--- config.mk ---
export PLATFORM = sky130hd
export DESIGN_NAME = ad9226_udp_packer_flat
export DESIGN_NICKNAME = d
export VERILOG_FILES = /design/src/rtl/ad9226_udp_pkg.sv /design/src/rtl/ad9226_udp_packer_if.sv /design/src/rtl/ad9226_sample_gather.sv /design/src/rtl/ad9226_udp_packer.sv /design/src/flat_wrapper.sv
export SDC_FILE = /design/constraint.sdc
export NUM_CORES = 1
export LEC_CHECK = 0
export ABC_CLOCK_PERIOD_IN_PS = 3400
export CELL_PAD_IN_SITES_DETAIL_PLACEMENT = 1
export CELL_PAD_IN_SITES_GLOBAL_PLACEMENT = 1
export CORE_MARGIN = 5
export CORE_UTILIZATION = 23
export DETAILED_ROUTE_END_ITERATION = 7
export PLACE_DENSITY_LB_ADDON = 0.15
export SLEW_MARGIN = 15
export SYNTH_ARGS = -nofsm -noshare
export SYNTH_HDL_FRONTEND = slang
export SYNTH_SLANG_ARGS = --single-unit
--- constraint.sdc ---
create_clock -name clk -period 3.4 [get_ports clk]
set_clock_uncertainty 0.05 [all_clocks]
set_input_delay 0.51 -clock clk [delete_from_list [all_inputs] [get_ports clk]]
set_output_delay 0.51 -clock clk [all_outputs]
set_load 0.02 [all_outputs]
--- src/rtl/ad9226_udp_pkg.sv ---
// Shared types and helpers for the AD9226 -> W5500 UDP packer.
package ad9226_udp_pkg;

  typedef enum logic [3:0] {
    IDLE,
    HDR,
    FETCH,
    PUSH,
    ACK_LO,
    ACK_HI,
    FLUSH,
    FL_LO,
    FL_HI
  } state_t;

  localparam int          WORD_W            = 48;
  localparam logic [15:0] SYNC_WORD_DEFAULT = 16'hA5A5;

  // Header layout: sync pattern, packet sequence number, payload length in words.
  function automatic logic [WORD_W-1:0] build_header(input logic [15:0] sync,
                                                     input logic [15:0] seq,
                                                     input logic [15:0] len);
    return {sync, seq, len};
  endfunction

endpackage

--- src/rtl/ad9226_udp_packer_if.sv ---
// Word/flush handshake between the packer (master) and the W5500 UDP engine (slave).
interface ad9226_udp_packer_if;
  logic        wiz_available;
  logic        data_input_valid;
  logic [47:0] data_input;
  logic        flush_requested;

  modport master (
    input  wiz_available,
    output data_input_valid,
    output data_input,
    output flush_requested
  );

  modport slave (
    output wiz_available,
    input  data_input_valid,
    input  data_input,
    input  flush_requested
  );
endinterface

--- src/rtl/ad9226_sample_gather.sv ---
// Pops samples one at a time from the sample FIFO and packs four of them into a word.
module ad9226_sample_gather #(
  parameter int SAMPLE_W        = 12,
  parameter int FIFO_RD_LATENCY = 1
) (
  input  logic                  clk,
  input  logic                  rst,
  input  logic                  run,
  input  logic [SAMPLE_W-1:0]   fifo_q,
  input  logic                  fifo_empty,
  output logic                  fifo_rdreq,
  output logic                  done,
  output logic [4*SAMPLE_W-1:0] word
);

  logic [FIFO_RD_LATENCY-1:0] pend;
  logic [1:0]                 slot;
  logic [3*SAMPLE_W-1:0]      held;
  logic                       capture;

  // One read in flight at a time keeps ordering trivial across underruns.
  assign capture    = pend[FIFO_RD_LATENCY-1];
  assign fifo_rdreq = run && !fifo_empty && (pend == '0);
  assign done       = capture && (slot == 2'd3);
  assign word       = {held, fifo_q};

  always_ff @(posedge clk) begin
    // NOTE: non-blocking everywhere in clocked logic so every flop sees pre-edge values.
    if (rst) begin
      pend <= '0;
      slot <= '0;
    end else begin
      pend[0] <= fifo_rdreq;
      for (int i = 1; i < FIFO_RD_LATENCY; i++) begin
        pend[i] <= pend[i-1];
      end
      if (capture) begin
        slot <= slot + 2'd1;
      end
    end
  end

  // NOTE: held is pure datapath and is not reset; restarting slot at 0 discards its contents.
  always_ff @(posedge clk) begin
    if (capture) begin
      held <= {held[2*SAMPLE_W-1:0], fifo_q};
    end
  end

endmodule

--- src/rtl/ad9226_udp_packer.sv ---
// Packet framer: header word, WORDS_PER_PACKET packed sample words, then a flush request.
module ad9226_udp_packer
  import ad9226_udp_pkg::*;
#(
  parameter int          SAMPLE_W         = 12,
  parameter int          WORDS_PER_PACKET = 245,
  parameter logic [15:0] SYNC_WORD        = SYNC_WORD_DEFAULT,
  parameter int          FIFO_RD_LATENCY  = 1,
  parameter logic [15:0] SEQ_INIT         = 16'h0000
) (
  input  logic                       clk,
  input  logic                       rst,
  input  logic                       enable,
  input  logic [SAMPLE_W-1:0]        fifo_q,
  input  logic                       fifo_empty,
  output logic                       fifo_rdreq,
  ad9226_udp_packer_if.master        wiz,
  output logic                       packet_done,
  output logic [15:0]                seq_num,
  output logic                       busy
);

  localparam logic [9:0]  WPP_CNT = 10'(WORDS_PER_PACKET);
  localparam logic [15:0] WPP_HDR = 16'(WORDS_PER_PACKET);

  state_t              state, state_next;
  logic [9:0]          word_cnt;
  logic                is_hdr;
  logic [WORD_W-1:0]   data_word;
  logic                word_valid;
  logic                flush_req;
  logic                gather_done;
  logic [WORD_W-1:0]   gather_word;

  ad9226_sample_gather #(
    .SAMPLE_W        (SAMPLE_W),
    .FIFO_RD_LATENCY (FIFO_RD_LATENCY)
  ) u_gather (
    .clk        (clk),
    .rst        (rst),
    .run        (state == FETCH),
    .fifo_q     (fifo_q),
    .fifo_empty (fifo_empty),
    .fifo_rdreq (fifo_rdreq),
    .done       (gather_done),
    .word       (gather_word)
  );

  always_ff @(posedge clk) begin
    if (rst) state <= IDLE;
    else     state <= state_next;
  end

  // Strobes are Mealy on wiz_available so a word goes out the cycle the engine frees up.
  always_comb begin
    // NOTE: defaults first so every path assigns every output and no latch is inferred.
    state_next  = state;
    word_valid  = 1'b0;
    flush_req   = 1'b0;
    packet_done = 1'b0;
    case (state)
      IDLE:   if (enable) state_next = HDR;
      HDR:    state_next = PUSH;
      FETCH:  if (gather_done) state_next = PUSH;
      PUSH: begin
        if (wiz.wiz_available) begin
          word_valid = 1'b1;
          state_next = ACK_LO;
        end
      end
      ACK_LO: if (!wiz.wiz_available) state_next = ACK_HI;
      ACK_HI: begin
        if (wiz.wiz_available) begin
          if (!is_hdr && (word_cnt + 10'd1 == WPP_CNT)) state_next = FLUSH;
          else                                          state_next = FETCH;
        end
      end
      FLUSH: begin
        if (wiz.wiz_available) begin
          flush_req  = 1'b1;
          state_next = FL_LO;
        end
      end
      FL_LO:  if (!wiz.wiz_available) state_next = FL_HI;
      FL_HI: begin
        if (wiz.wiz_available) begin
          packet_done = 1'b1;
          state_next  = enable ? HDR : IDLE;
        end
      end
      default: state_next = IDLE;
    endcase
  end

  always_ff @(posedge clk) begin
    if (rst) begin
      data_word <= '0;
      is_hdr    <= 1'b0;
      word_cnt  <= '0;
      seq_num   <= SEQ_INIT;
    end else begin
      if (state == HDR) begin
        data_word <= build_header(SYNC_WORD, seq_num, WPP_HDR);
        is_hdr    <= 1'b1;
      end
      if (state == FETCH && gather_done) begin
        data_word <= gather_word;
        is_hdr    <= 1'b0;
      end
      if (state == ACK_HI && wiz.wiz_available && !is_hdr) begin
        word_cnt <= word_cnt + 10'd1;
      end
      if (state == FL_HI && wiz.wiz_available) begin
        seq_num  <= seq_num + 16'd1;
        word_cnt <= '0;
      end
    end
  end

  assign wiz.data_input       = data_word;
  assign wiz.data_input_valid = word_valid;
  assign wiz.flush_requested  = flush_req;
  assign busy                 = (state != IDLE);

endmodule

--- src/flat_wrapper.sv ---
// flat-port wrapper written by rule: the top's interface ports become plain ports
module ad9226_udp_packer_flat import ad9226_udp_pkg::*;
#(
  parameter int          SAMPLE_W         = 12,
  parameter int          WORDS_PER_PACKET = 245,
  parameter logic [15:0] SYNC_WORD        = SYNC_WORD_DEFAULT,
  parameter int          FIFO_RD_LATENCY  = 1,
  parameter logic [15:0] SEQ_INIT         = 16'h0000
)
  (clk, rst, enable, fifo_q, fifo_empty, fifo_rdreq, packet_done, seq_num, busy, wiz_wiz_available, wiz_data_input_valid, wiz_data_input, wiz_flush_requested);
  ad9226_udp_packer_if wiz_i ();
  input  logic clk;
  input  logic rst;
  input  logic enable;
  input  logic [SAMPLE_W-1:0] fifo_q;
  input  logic fifo_empty;
  output logic fifo_rdreq;
  output logic packet_done;
  output logic [15:0] seq_num;
  output logic busy;
  input wire logic [$bits(wiz_i.wiz_available)-1:0] wiz_wiz_available;
  output wire logic [$bits(wiz_i.data_input_valid)-1:0] wiz_data_input_valid;
  output wire logic [$bits(wiz_i.data_input)-1:0] wiz_data_input;
  output wire logic [$bits(wiz_i.flush_requested)-1:0] wiz_flush_requested;
  assign wiz_i.wiz_available = wiz_wiz_available;
  assign wiz_data_input_valid = wiz_i.data_input_valid;
  assign wiz_data_input = wiz_i.data_input;
  assign wiz_flush_requested = wiz_i.flush_requested;
  ad9226_udp_packer #(.SAMPLE_W(SAMPLE_W), .WORDS_PER_PACKET(WORDS_PER_PACKET), .SYNC_WORD(SYNC_WORD), .FIFO_RD_LATENCY(FIFO_RD_LATENCY), .SEQ_INIT(SEQ_INIT)) u_core (.clk(clk), .rst(rst), .enable(enable), .fifo_q(fifo_q), .fifo_empty(fifo_empty), .fifo_rdreq(fifo_rdreq), .wiz(wiz_i), .packet_done(packet_done), .seq_num(seq_num), .busy(busy));
endmodule
==> key figures, run 1 <==
Global route
  • Largest net degree at the start of global routing: 65
  • Total track usage: 12.5%
  • Global-route wire length before repair: 23000 microns
  • Number of global-route vias before repair: 4110
  • GR Overflow Total: 0
  • Initial antenna violation count: 0

Floorplanning
  • Row count: 52
  • Starting density of the core: 23.3%
  • Core Area: 20200 sq um
  • Chip height: 153 microns
  • Die Wd: 153 microns
  • Ports: 86
  • Die area: 23400 sq um

Route
  • Residual DRC: 0
  • 1st-pass router iterations: 4
  • Total Wirelength: 14500 microns
  • Vias per Instance: 4.53
  • Post-route ant nets: 0
  • WL per Instance: 17.1 microns
  • Via count: 3823
  • DRT iter0 DRCs: 138

Power
  • Worst IR Drop VDD: 0.000440 V
  • Pwr Density: 660 nW/um^2
  • Leak pwr: 2.09 nW

Critical path
  • R2R Path Start: u_core.state[3]
  • Crit path from: u_core.state[3]
  • Worst path required time: 2.84 ns
  • Crit path arrival time: 2.51 ns
  • CP Capture Type: output port
  • Worst Path Max Fanout: 12
  • CP startpoint kind: register
  • Setup CP Type: reg -> out

CTS
  • Clock sink count: 118
  • H-tree Lvls: 4
  • Total setup buffers inserted after CTS: 0
  • Post-CTS resize count: 0
  • # hold bufs at CTS: 0
  • Root buf cell: clkbuf_16
  • TritonCTS Buffers: 17
  • Clock Tree Buf Depth: 2
  • CTS tree: built
  • Worst-Skew Late Latency: 0.42 ns
  • Clock Pin Slew Worst Setup and Hold Paths: 0.06 ns

STA
  • Max-slew violations: 0
  • Endpoints failing setup: 0
  • Min cycle time layout: 3.07 ns
  • Final hold vios: 0
  • Fmax achieved: 0.326 GHz
  • Tcrit/Tclk final: 90.3%
  • Slew headroom: 48.1%
  • Final setup TNS: 0 ns
  • RSZ-0062 raised after global routing: false
  • Measured slew at the worst slew-check pin: 0.774 ns
  • Final setup margin: 0.330 ns

Worst hold path
  • Hold crit path type: reg -> reg
  • Hold Startpoint: u_core.u_gather.held[18]

Synth
  • Synthesized area per cell: 9.77 sq um
  • Post-Syn Nets: 503
  • Flops & latches, synth: 118
  • Asr flop ratio synth: 0%
  • Post-synthesis sequential area ratio: 57.8%
  • Synth area leader: dfxtp_1
  • Post-synth EDFFs: 36
  • Top_reg_cell synth: dfxtp_1
  • Area share of the largest cell type after synthesis: 34.9%
  • Area contributors post-synth: dfxtp_1 35%, edfxtp_1 23%, nand2_1 5.3%
  • Distinct cells, synth: 46
  • Mapped Cells: 482
  • Yosys warns: 0
  • Post-Syn Area: 4710 sq um

Cells and area
  • Layout cells sized above 1: 8.36%
  • Synth-to-Final Area Change: 36.6%
  • Antenna diodes: 0
  • Non-Filler Instances: 844
  • Final net count: 582
  • Fillers: 2280

Placement
  • Gpl congestion: 0.706
  • Pre-CTS setup slack: 0.524 ns
  • Port Buffers: 85
  • Post-detail-place hpwl: 9780 microns
  • Placed Cells incl. Taps: 812

Run
  • Max-Cap Viols: 0

Status
  • Status: finished clean
==> critical path: stages, from the launching register on <==
cell	delay (ns)
dfxtp_1	0.57
or4b_4	0.54
nor2_1	0.31
clkdlybuf4s50_1	0.68
==> cells in the mapped netlist, types with 2 or more instances <==
cell and count:
ha_1 4, inv_1 9, nor2_1 62, nor4_1 5
o32ai_1 2, o21ai_0 6, nor3_1 32, nand2b_1 3
and4_1 3, clkbuf_1 27, a21oi_1 21, buf_2 3
nand4_1 9, xnor2_1 15, edfxtp_1 36, dfxtp_1 82
a311oi_1 16, or4_1 2, mux2i_1 5, nand2_1 67
nor3_2 2, and3_1 3, and2_1 2, nor2b_1 3
or3_1 5, a31oi_1 2, nand3_1 26, xor2_1 12
==> report_power, final <==
part	switching [mW]	internal [mW]	leakage, nW
Combinational	0.460	0.280	0.818
Clock	0.689	1.15	0.283
Sequential	0.0983	1.56	0.990
==> state kept, by name (all words and copies together), names as in the netlist <==
signal	cells
u_core.word_cnt	10
u_core.u_gather.capture	1
u_core.state	4
u_core.u_gather.slot	2
u_core.u_gather.held	36
u_core.wiz.data_input	48
u_core.is_hdr	1
u_core.seq_num	16
==> final cells by class <==
cell class                      instances  area [sq um]  area share (%)
Timing Repair Buffer                   92           911            14.2
Clock buffer                           17           425            6.62
Clock inverter                         15           176            2.74
Multi-Input combinational cell        323          1820            28.3
Tap cell                              270           338            5.25
Inverter                                9          33.8           0.525
Sequential cell                       118          2720            42.4
==> per-stage QoR <==
step                      total power [mW]  util (%)  hold slack (ns)  area [sq um]
after floorplan                       2.12         -            0.376          4710
after global routing                  4.43      31.9            0.408          6430
after CTS                             4.32      31.9            0.405          6430
final                                 4.24      31.9            0.403          6430
after detailed placement              2.44      28.9            0.388          5830
after global placement                2.43      28.9            0.385          5830
==> final timing paths <==
check | to | slack [ns] | depth (start not counted)
hold reg to reg | u_core.u_gather.held[30] | 0.40 | 0
hold / removal | u_core.u_gather.held[30] | 0.40 | 0
setup reg to reg | u_core.seq_num[7] | 1.02 | 4
setup / recovery | packet_done | 0.33 | 3
==> cell families after synthesis <==
kind of cell | share of synthesized area [%]
simple gates | 23.8
flops | 57.8
compound gates | 7.68
buf+inv | 3.51
xor+xnor | 5.02
mux | 1.06
fa+ha+maj | 1.06
==> layout by cell type (no fill, tap or decap), types with 3 or more instances in the layout <==
| cell | netlist | final |
|---|---|---|
| a21oi_1 | 21 | 21 |
| a311oi_1 | 16 | 16 |
| and3_1 | 3 | 3 |
| and4_1 | 3 | 3 |
| buf_4 | 0 | 6 |
| bufinv_16 | 0 | 3 |
| clkbuf_16 | 0 | 17 |
| clkdlybuf4s50_1 | 0 | 84 |
| clkinv_1 | 0 | 3 |
| clkinvlp_4 | 0 | 3 |
| dfxtp_1 | 82 | 81 |
| edfxtp_1 | 36 | 36 |
| ha_1 | 4 | 4 |
| inv_1 | 9 | 9 |
| inv_6 | 0 | 4 |
| mux2i_1 | 5 | 5 |
| nand2_1 | 67 | 67 |
| nand2b_1 | 3 | 3 |
| nand3_1 | 26 | 26 |
| nand4_1 | 9 | 9 |
| nor2_1 | 62 | 61 |
| nor2b_1 | 3 | 3 |
| nor3_1 | 32 | 32 |
| nor4_1 | 5 | 5 |
| o21ai_0 | 6 | 6 |
| or3_1 | 5 | 5 |
| xnor2_1 | 15 | 15 |
| xor2_1 | 12 | 12 |
==> metal layers <==
layer	part of all wire [%]	GRT usage [%]	up-vias	wire length, microns
li1	-	-	1853	-
met1	49	16.5	1876	7060
met2	45	19.3	72	6530
met3	3.7	3.31	22	534
met4	2.3	5.30	0	335
met5	0	0	-	0
Note: power is estimated with default switching activity, not from simulation.
==> inputs of run 2 (changes only) <==
Settings changed: SKIP_CTS_REPAIR_TIMING set to 1, SLEW_MARGIN 15 to 20.
==> results of run 2 <==
Final layout, timing and power as in run 1 (identical DEF).
==> inputs of run 3 (changes only) <==
Settings changed: GPL_TIMING_DRIVEN set to 0.
==> key figures, run 3 (synthesis results as in run 1) <==
Global route
  • Largest net degree at the start of global routing: 23 (was 65)
  • Number of global-route vias before repair: 4187 (was 4110)
  • Initial antenna violation count: 0 (unchanged)
  • Total track usage: 12.9% (was 12.5%)
  • Global-route wire length before repair: 23700 microns (was 23000 microns)
  • GR Overflow Total: 0 (unchanged)

Cells and area
  • Non-Filler Instances: 869 (was 844)
  • Synth-to-Final Area Change: 38.5% (was 36.6%)
  • Most frequent cells in the layout: 84 x clkdlybuf4s50_1, 81 x dfxtp_1, 67 x nand2_1, 62 x nor2_1, 36 x edfxtp_1 (was 84 x clkdlybuf4s50_1, 81 x dfxtp_1, 67 x nand2_1, 61 x nor2_1, 36 x edfxtp_1)
  • Largest register FFs: 48 (unchanged)
  • Leading cell type in the layout, fill and taps excluded: clkdlybuf4s50_1 (unchanged)
  • Antenna diodes: 0 (unchanged)
  • Final net count: 607 (was 582)
  • Layout cells sized above 1: 7.85% (was 8.36%)

Critical path
  • Crit path arrival time: 2.38 ns (was 2.51 ns)
  • CP Capture Type: output port (unchanged)
  • CP startpoint kind: register (unchanged)
  • Worst path required time: 2.84 ns (about the same)
  • Setup CP Type: reg -> out (unchanged)
  • Worst Path Max Fanout: 10 (was 12)

Floorplanning
  • Core Area: 20200 sq um (unchanged)
  • Ports: 86 (unchanged)
  • Starting density of the core: 23.3% (unchanged)
  • Chip height: 153 microns (unchanged)
  • Die Wd: 153 microns (unchanged)
  • Die area: 23400 sq um (unchanged)
  • Row count: 52 (unchanged)

CTS
  • Clock Tree Buf Depth: 2 (unchanged)
  • Clock Pin Slew Worst Setup and Hold Paths: 0.06 ns (about the same)
  • Clock sink count: 118 (unchanged)
  • H-tree Lvls: 4 (unchanged)
  • TritonCTS Buffers: 17 (unchanged)
  • Worst-Skew Late Latency: 0.42 ns (about the same)
  • Root buf cell: clkbuf_16 (unchanged)
  • CTS tree: built (unchanged)

Power
  • Pwr Density: 656 nW/um^2 (was 660 nW/um^2)
  • Leak pwr: 2.12 nW (was 2.09 nW)
  • Pwr Total: 4.28 mW (was 4.24 mW)
  • Worst IR Drop VDD: 0.000334 V (was 0.000440 V)

STA
  • Fmax achieved: 0.340 GHz (was 0.326 GHz)
  • Measured slew at the worst slew-check pin: 0.800 ns (was 0.774 ns)
  • Max-slew violations: 0 (unchanged)
  • Tcrit/Tclk final: 86.5% (was 90.3%)
  • Slew headroom: 46.3% (was 48.1%)
  • Final setup TNS: 0 ns (unchanged)
  • Final hold vios: 0 (unchanged)
  • Min cycle time layout: 2.94 ns (was 3.07 ns)
  • Final setup margin: 0.458 ns (was 0.330 ns)
  • Endpoints failing setup: 0 (unchanged)
  • RSZ-0062 raised after global routing: false (unchanged)

Route
  • WL per Instance: 17.2 microns (was 17.1 microns)
  • Via count: 3909 (was 3823)
  • WL met2: 7000 microns (was 6530 microns)
  • Highest metal layer with signal wires: met4 (unchanged)
  • Vias per Instance: 4.50 (was 4.53)
  • Total Wirelength: 14900 microns (was 14500 microns)
  • Met1 wire length: 7330 microns (was 7060 microns)
  • Met3 WL: 452 microns (was 534 microns)
  • 1st-pass router iterations: 4 (unchanged)
  • DRT iter0 DRCs: 143 (was 138)
  • Post-route ant nets: 0 (unchanged)
  • Residual DRC: 0 (unchanged)

Run
  • Max-Cap Viols: 0 (unchanged)

Worst hold path
  • Hold crit path type: reg -> reg (unchanged)

Placement
  • Post-detail-place hpwl: 11200 microns (was 9780 microns)
  • Port Buffers: 84 (was 85)
  • Gpl congestion: 0.745 (was 0.706)
  • Placed Cells incl. Taps: 837 (was 812)
  • Pre-CTS setup slack: 0.501 ns (was 0.524 ns)

Status
  • Status: finished clean (unchanged)
run 3: cell types whose count changed in the layout (fill, tap and decap cells not counted), sizes merged:
cell,before,now
clkbuf,17,45
clkinv,5,3
buf,8,6
inv,13,15
bufinv,3,2
run 3: final cells by class:
class	instances	area [sq um]
Clock inverter	14	164
Sequential cell	118	2720
Inverter	9	33.8
Timing Repair Buffer	85	868
Tap cell	270	338
Multi-Input combinational cell	323	1820
Buffer	32	131
Clock buffer	18	439
Fill cell	2313	13700
run 3: metal layers:
layer | track usage [%] | vias to the layer above
li1 | - | 1908
met1 | 17.4 | 1919
met2 | 20.3 | 68
met3 | 3.65 | 14
met4 | 3.48 | 0
met5 | 0 | -
run 3: metrics by stage:
step / area, sq um / utilization, % / hold slack, ns
after global placement: 5890 / 29.2 / 0.391
after detailed placement: 5910 / 29.3 / 0.389
after floorplan: 4710 / - / 0.376
after CTS: 6520 / 32.3 / 0.412
after global routing: 6520 / 32.3 / 0.431
final: 6520 / 32.3 / 0.414
run 3: path summary, 6_finish.rpt:
kind	start	end	slack, ns	cells after the start
setup / recovery	u_core.state[1]	fifo_rdreq	0.46	5
hold / removal	u_core.u_gather.held[6]	u_core.u_gather.held[18]	0.41	0
setup reg to reg	u_core.state[1]	u_core.wiz.data_input[6]	0.91	7
hold reg to reg	u_core.u_gather.held[6]	u_core.u_gather.held[18]	0.41	0
run 3: report_power, final:
group          switching, mW  leakage [nW]  internal, mW
Clock                  0.725         0.286          1.12
Combinational          0.497         0.839         0.296
Sequential            0.0804         0.990          1.56
run 3: worst max-delay path, cell delays in order (launching register included):
cell and delay, ns:
dfxtp_1 0.38, buf_2 0.24, nor2b_1 0.38, nand2_1 0.16
nor3_1 0.17, clkdlybuf4s50_1 0.64
